**src/rtl/pipe_pkg.sv**
```systemverilog
// ============================================================================
// Module   : pipe_pkg
// Brief    : State encoding and bubble constant shared by all pipe_* stages.
// Revision : 1.0 - initial release
// ============================================================================
`default_nettype none

package pipe_pkg;

    typedef enum logic [1:0] {
        ST_EMPTY = 2'd0,
        ST_ONE   = 2'd1,
        ST_FULL  = 2'd2
    } pipe_state_e;

    // Stages slice the low CTRL_W bits, so any control width up to 256 works.
    localparam logic [255:0] CTRL_BUBBLE = '0;

    function automatic logic stage_can_accept(input pipe_state_e st);
        return (st != ST_FULL);
    endfunction

endpackage

`default_nettype wire

```
**src/rtl/sat_counter.sv**
```systemverilog
// ============================================================================
// Module   : sat_counter
// Brief    : Up-counter that sticks at its all-ones value instead of wrapping.
// Revision : 1.0 - initial release
// ============================================================================
`default_nettype none

module sat_counter #(
    parameter int WIDTH = 16
) (
    input  logic             clk,
    input  logic             rst,
    input  logic             inc,
    output logic [WIDTH-1:0] count
);

    logic [WIDTH-1:0] r_count;
    logic             w_at_max;

    assign w_at_max = &r_count;
    assign count    = r_count;

    always_ff @(posedge clk) begin
        if (rst) begin
            r_count <= '0;
        end else if (inc && !w_at_max) begin
            r_count <= r_count + 1'b1;
        end
    end

endmodule

`default_nettype wire

```
**src/rtl/pipe_skid_stage.sv**
```systemverilog
// ============================================================================
// Module   : pipe_skid_stage
// Brief    : Two-entry skid pipeline register with flush and stall counting.
// Revision : 1.0 - initial release
// ============================================================================
`default_nettype none

module pipe_skid_stage
    import pipe_pkg::*;
#(
    parameter int DATA_W = 48,
    parameter int CTRL_W = 16,
    parameter int CNT_W  = 16
) (
    input  logic              clk,
    input  logic              rst,
    input  logic              flush,
    input  logic              in_valid,
    output logic              in_ready,
    input  logic [DATA_W-1:0] in_data,
    input  logic [CTRL_W-1:0] in_ctrl,
    output logic              out_valid,
    input  logic              out_ready,
    output logic [DATA_W-1:0] out_data,
    output logic [CTRL_W-1:0] out_ctrl,
    output logic [CNT_W-1:0]  stall_cnt
);

    localparam logic [CTRL_W-1:0] c_bubble = CTRL_BUBBLE[CTRL_W-1:0];

    pipe_state_e       r_state;
    pipe_state_e       w_state_nxt;
    logic              r_in_ready;
    logic [DATA_W-1:0] r_main_data;
    logic [CTRL_W-1:0] r_main_ctrl;
    logic [DATA_W-1:0] r_skid_data;
    logic [CTRL_W-1:0] r_skid_ctrl;

    logic w_out_valid;
    logic w_in_xfer;
    logic w_out_xfer;
    logic w_load_main_in;
    logic w_load_main_skid;
    logic w_load_skid;
    logic w_stall;

    assign w_out_valid = (r_state != ST_EMPTY);
    assign w_in_xfer   = in_valid && r_in_ready;
    assign w_out_xfer  = w_out_valid && out_ready;
    assign w_stall     = w_out_valid && !out_ready;

    always_comb begin
        w_state_nxt      = r_state;
        w_load_main_in   = 1'b0;
        w_load_main_skid = 1'b0;
        w_load_skid      = 1'b0;
        if (flush) begin
            w_state_nxt = ST_EMPTY;
        end else begin
            case (r_state)
                ST_EMPTY: begin
                    if (w_in_xfer) begin
                        w_state_nxt    = ST_ONE;
                        w_load_main_in = 1'b1;
                    end
                end
                ST_ONE: begin
                    case ({w_in_xfer, w_out_xfer})
                        2'b10: begin
                            w_state_nxt = ST_FULL;
                            w_load_skid = 1'b1;
                        end
                        2'b01: w_state_nxt = ST_EMPTY;
                        2'b11: w_load_main_in = 1'b1;
                        default: w_state_nxt = ST_ONE;
                    endcase
                end
                ST_FULL: begin
                    // in_ready is low here, so only the drain side can move
                    if (w_out_xfer) begin
                        w_state_nxt      = ST_ONE;
                        w_load_main_skid = 1'b1;
                    end
                end
                default: w_state_nxt = ST_EMPTY;
            endcase
        end
    end

    always_ff @(posedge clk) begin
        if (rst) begin
            r_state     <= ST_EMPTY;
            r_in_ready  <= 1'b1;
            r_main_data <= '0;
            r_main_ctrl <= '0;
            r_skid_data <= '0;
            r_skid_ctrl <= '0;
        end else begin
            r_state    <= w_state_nxt;
            r_in_ready <= stage_can_accept(w_state_nxt);
            if (w_load_main_in) begin
                r_main_data <= in_data;
                r_main_ctrl <= in_ctrl;
            end else if (w_load_main_skid) begin
                r_main_data <= r_skid_data;
                r_main_ctrl <= r_skid_ctrl;
            end
            if (w_load_skid) begin
                r_skid_data <= in_data;
                r_skid_ctrl <= in_ctrl;
            end
        end
    end

    sat_counter #(
        .WIDTH (CNT_W)
    ) u_stall_cnt (
        .clk   (clk),
        .rst   (rst),
        .inc   (w_stall),
        .count (stall_cnt)
    );

    assign in_ready  = r_in_ready;
    assign out_valid = w_out_valid;
    assign out_data  = r_main_data;
    assign out_ctrl  = w_out_valid ? r_main_ctrl : c_bubble;

endmodule

`default_nettype wire

```
**config.mk**
```make
export PLATFORM = sky130hd
export DESIGN_NAME = pipe_skid_stage
export DESIGN_NICKNAME = d
export VERILOG_FILES = /design/src/rtl/pipe_pkg.sv /design/src/rtl/sat_counter.sv /design/src/rtl/pipe_skid_stage.sv
export SDC_FILE = /design/constraint.sdc
export NUM_CORES = 1
export LEC_CHECK = 0
export ABC_AREA = 1
export CORE_MARGIN = 1
export CORE_UTILIZATION = 40
export DETAILED_ROUTE_END_ITERATION = 10
export PLACE_DENSITY = 0.62
export SLEW_MARGIN = 15
export SYNTH_ARGS = -nofsm -noshare
export SYNTH_HDL_FRONTEND = slang
export SYNTH_HIERARCHICAL = 1
export SYNTH_SLANG_ARGS = --single-unit
```
**constraint.sdc**
```tcl
create_clock -name clk -period 2 [get_ports clk]
set_clock_uncertainty 0.2 [all_clocks]
set_input_delay 0.5 -clock clk [delete_from_list [all_inputs] [get_ports clk]]
set_output_delay 0.5 -clock clk [all_outputs]
set_load 0.03 [all_outputs]
```
==> out/metrics.csv <==
stage,metric,value,unit
sta,min_period,2030,ps
setup_path,worstSetupPathType,flip-flop to output pin,
routing,routed_wirelength,19800,microns
cts,clock-sinks,147,
floorplanning,core,0.0181,sq mm
hold_path,hold_path.class,flip-flop to flip-flop,
job,max_cap_viol_count,0,
sta,setup_slack,-29.3,ps
setup_path,critical_path.max_fanout,8,
synthesis,synth_compound_gate_area_share,10.2,%
setup_path,slowest_stage,dfxtp_4,
grt,grt_first_pass_wirelength,33200,microns
routing,num_vias,7264,
run_status,outcome,"finished, violations left",
sta,hold_viol,0,
cts,htree_levels,4,
floorplanning,start_util,41.0,%
grt,antenna_found_initial,0,
routing,drtIter0Drc,433,
grt,grt_pass1_vias,6720,
sta,fin_crit_sh,101,%
floorplanning,die_area,0.0191,sq mm
synthesis,ys_types,25,
synthesis,synth_top_family_by_area,simple AND/OR/NAND/NOR gates,
placement,numPlacedInstances,1469,
floorplanning,dieWidth,138,microns
synthesis,synth_area_per_cell,6.65,sq um
power,p_leak,0.00492,uW
cells_and_area,design_area,0.0102,sq mm
synthesis,synth_mux_area_share,0,%
power,vdd_ir_drop_max,0.614,mV
grt,grt_max_degree,69,
sta,tns,-120,ps
setup_path,worstPathRequired,1300,ps
cts,cts_tree,built,
power,power_density,753,mW/mm^2
sta,rsz0062_at_grt,true,
cts,clock_latency,420,ps
routing,wl_per_cell,13.1,microns
run_status,violations,"DRC, setup timing",
setup_path,crit_top_cell,inv_6,
placement,port_buffers,150,
cts,numCtsBuffers,17,
cts,path_clk_slew,60,ps
setup_path,endpoint_kind,output pin,
cells_and_area,layout-drive-gt1-share,12.3,%
synthesis,synth_xor_area_share,0,%
synthesis,synthAdderAreaFrac,0.169,%
cells_and_area,layout_common_cells,"230 x nand2_1, 161 x nand3_1, 159 x inv_1",
sta,fmax,493,MHz
placement,gp_congestion,0.789,
grt,grt-ovfl-total,0,
synthesis,yosys_warnings,6,
cts,root_buffer,clkbuf_16,
routing,via_per_inst,4.83,
cells_and_area,diodes,0,
sta,worstMarginPinSlew,461,ps
placement,hpwl,12400,microns
cells_and_area,final_cells,1505,
synthesis,synth_nets,1186,
placement,placed_cell_area,0.00946,sq mm
routing,final_antenna_net_count,0,
sta,setup_viol,14,
synthesis,syn_area,0.00742,sq mm
cells_and_area,final_common_cell,nand2_1,
setup_path,worstSetupStartpointType,flip-flop,
setup_path,cp_data_arrival_time,1330,ps
routing,firstDrtPassIters,8,
cells_and_area,nFillCells,1781,
routing,drc,22,
placement,pre_cts_ws,-309,ps
floorplanning,die_y,138,microns
cts,clock_path_buffers,2,
synthesis,synthSimpleGateAreaFrac,35.9,%
sta,drv_slew,0,
sta,relSlewSlack,69.2,%
setup_path,max_stage_delay,360,ps
synthesis,ys_seq_area_share,39.7,%
floorplanning,io-pin-count,151,
grt,grt_usage,21.2,%
setup_path,worstPathCellList,inv_6 > nand2_4 > inv_6 > buf_12 > nor2_2 > buf_6,
cells_and_area,area_growth,37.3,%
synthesis,synth_seq_cells,147,
floorplanning,num_rows,49,
cells_and_area,layout.nets,1334,
synthesis,synthCells,1116,
## logic make-up after synthesis
logic type / Yosys count
buffers and inverters: 241
DFF: 147
and+or+nand+nor: 578
adders and majority gates: 1
AOI/OAI and AO/OA: 149
## per-stage QoR
step / total power [uW] / util (%) / hold slack (ps)
after floorplan: 3800 / - / 229
after global placement: 4280 / 52.3 / 237
after detailed placement: 4290 / 52.3 / 242
after CTS: 7750 / 56.0 / 252
after global routing: 8010 / 56.3 / 263
final: 7670 / 56.3 / 250
## routing by layer
metal,track usage (%),vias up,part of all wire [%]
met4,5.03,0,0.66
li1,-,3808,-
met1,27.3,3271,46
met2,35.6,174,47
met5,0,-,0
met3,5.40,11,6.6
## where the power goes
part	switching [uW]	leakage, uW	internal [uW]
logic	658	0.00342	465
clock network	1260	0.000302	2210
registers	42.1	0.00120	3040
total	1960	0.00492	5710
## cells in the mapped netlist, drive strengths merged
master	instances	area, sq um
a21oi	79	403
buf	51	325
clkbuf	26	101
dfxtp	147	2940
ha	1	12.5
inv	164	616
nand2	240	921
nand3	163	826
nand3b	47	353
nand4	4	40.0
nor2	124	526
o21ai	70	354
## state kept, by name (all words and copies together) (netlist names)
register	cells
in_ready	1
out_data	48
r_main_ctrl	16
r_skid_ctrl	16
r_skid_data	48
r_state	2
u_stall_cnt/count	16
## worst paths after layout
path | slack (ps) | end | startpoint | cells after the start
setup / recovery | -30 | out_ctrl[0] | r_state[1] | 6
hold / removal | 250 | r_skid_ctrl[13] | r_skid_ctrl[13] | 2
setup reg to reg | 200 | r_skid_data[40] | r_state[0] | 9
hold reg to reg | 250 | r_skid_ctrl[13] | r_skid_ctrl[13] | 2
## final cells by class
type / instances / area (sq um) / area share, %
flip-flops and latches: 147 / 2950 / 28.9
multi-input cells: 728 / 3580 / 35.1
repair buffers: 206 / 2110 / 20.7
inverters: 164 / 627 / 6.16
well taps: 229 / 287 / 2.81
clock buffers: 18 / 429 / 4.21
clock inverters: 13 / 209 / 2.05
## timing repair
| item | 4_1_cts | 5_1_grt |
|---|---|---|
| cloned | 1 | 0 |
| buffers inserted | 3 | 1 |
| resized for setup | 91 | 25 |
| hold buffers | 0 | 0 |
| pin swaps | 1 | 0 |
| setup endpoints to repair | 81 | 32 |
## critical path: cells and delay by family (launching register included)
kind | cells | cell delay [ps]
buffers and inverters | 4 | 370
flip-flops | 1 | 360
AND/OR/NAND/NOR | 2 | 180
No activity file was read; power rests on OpenSTA's default activity.
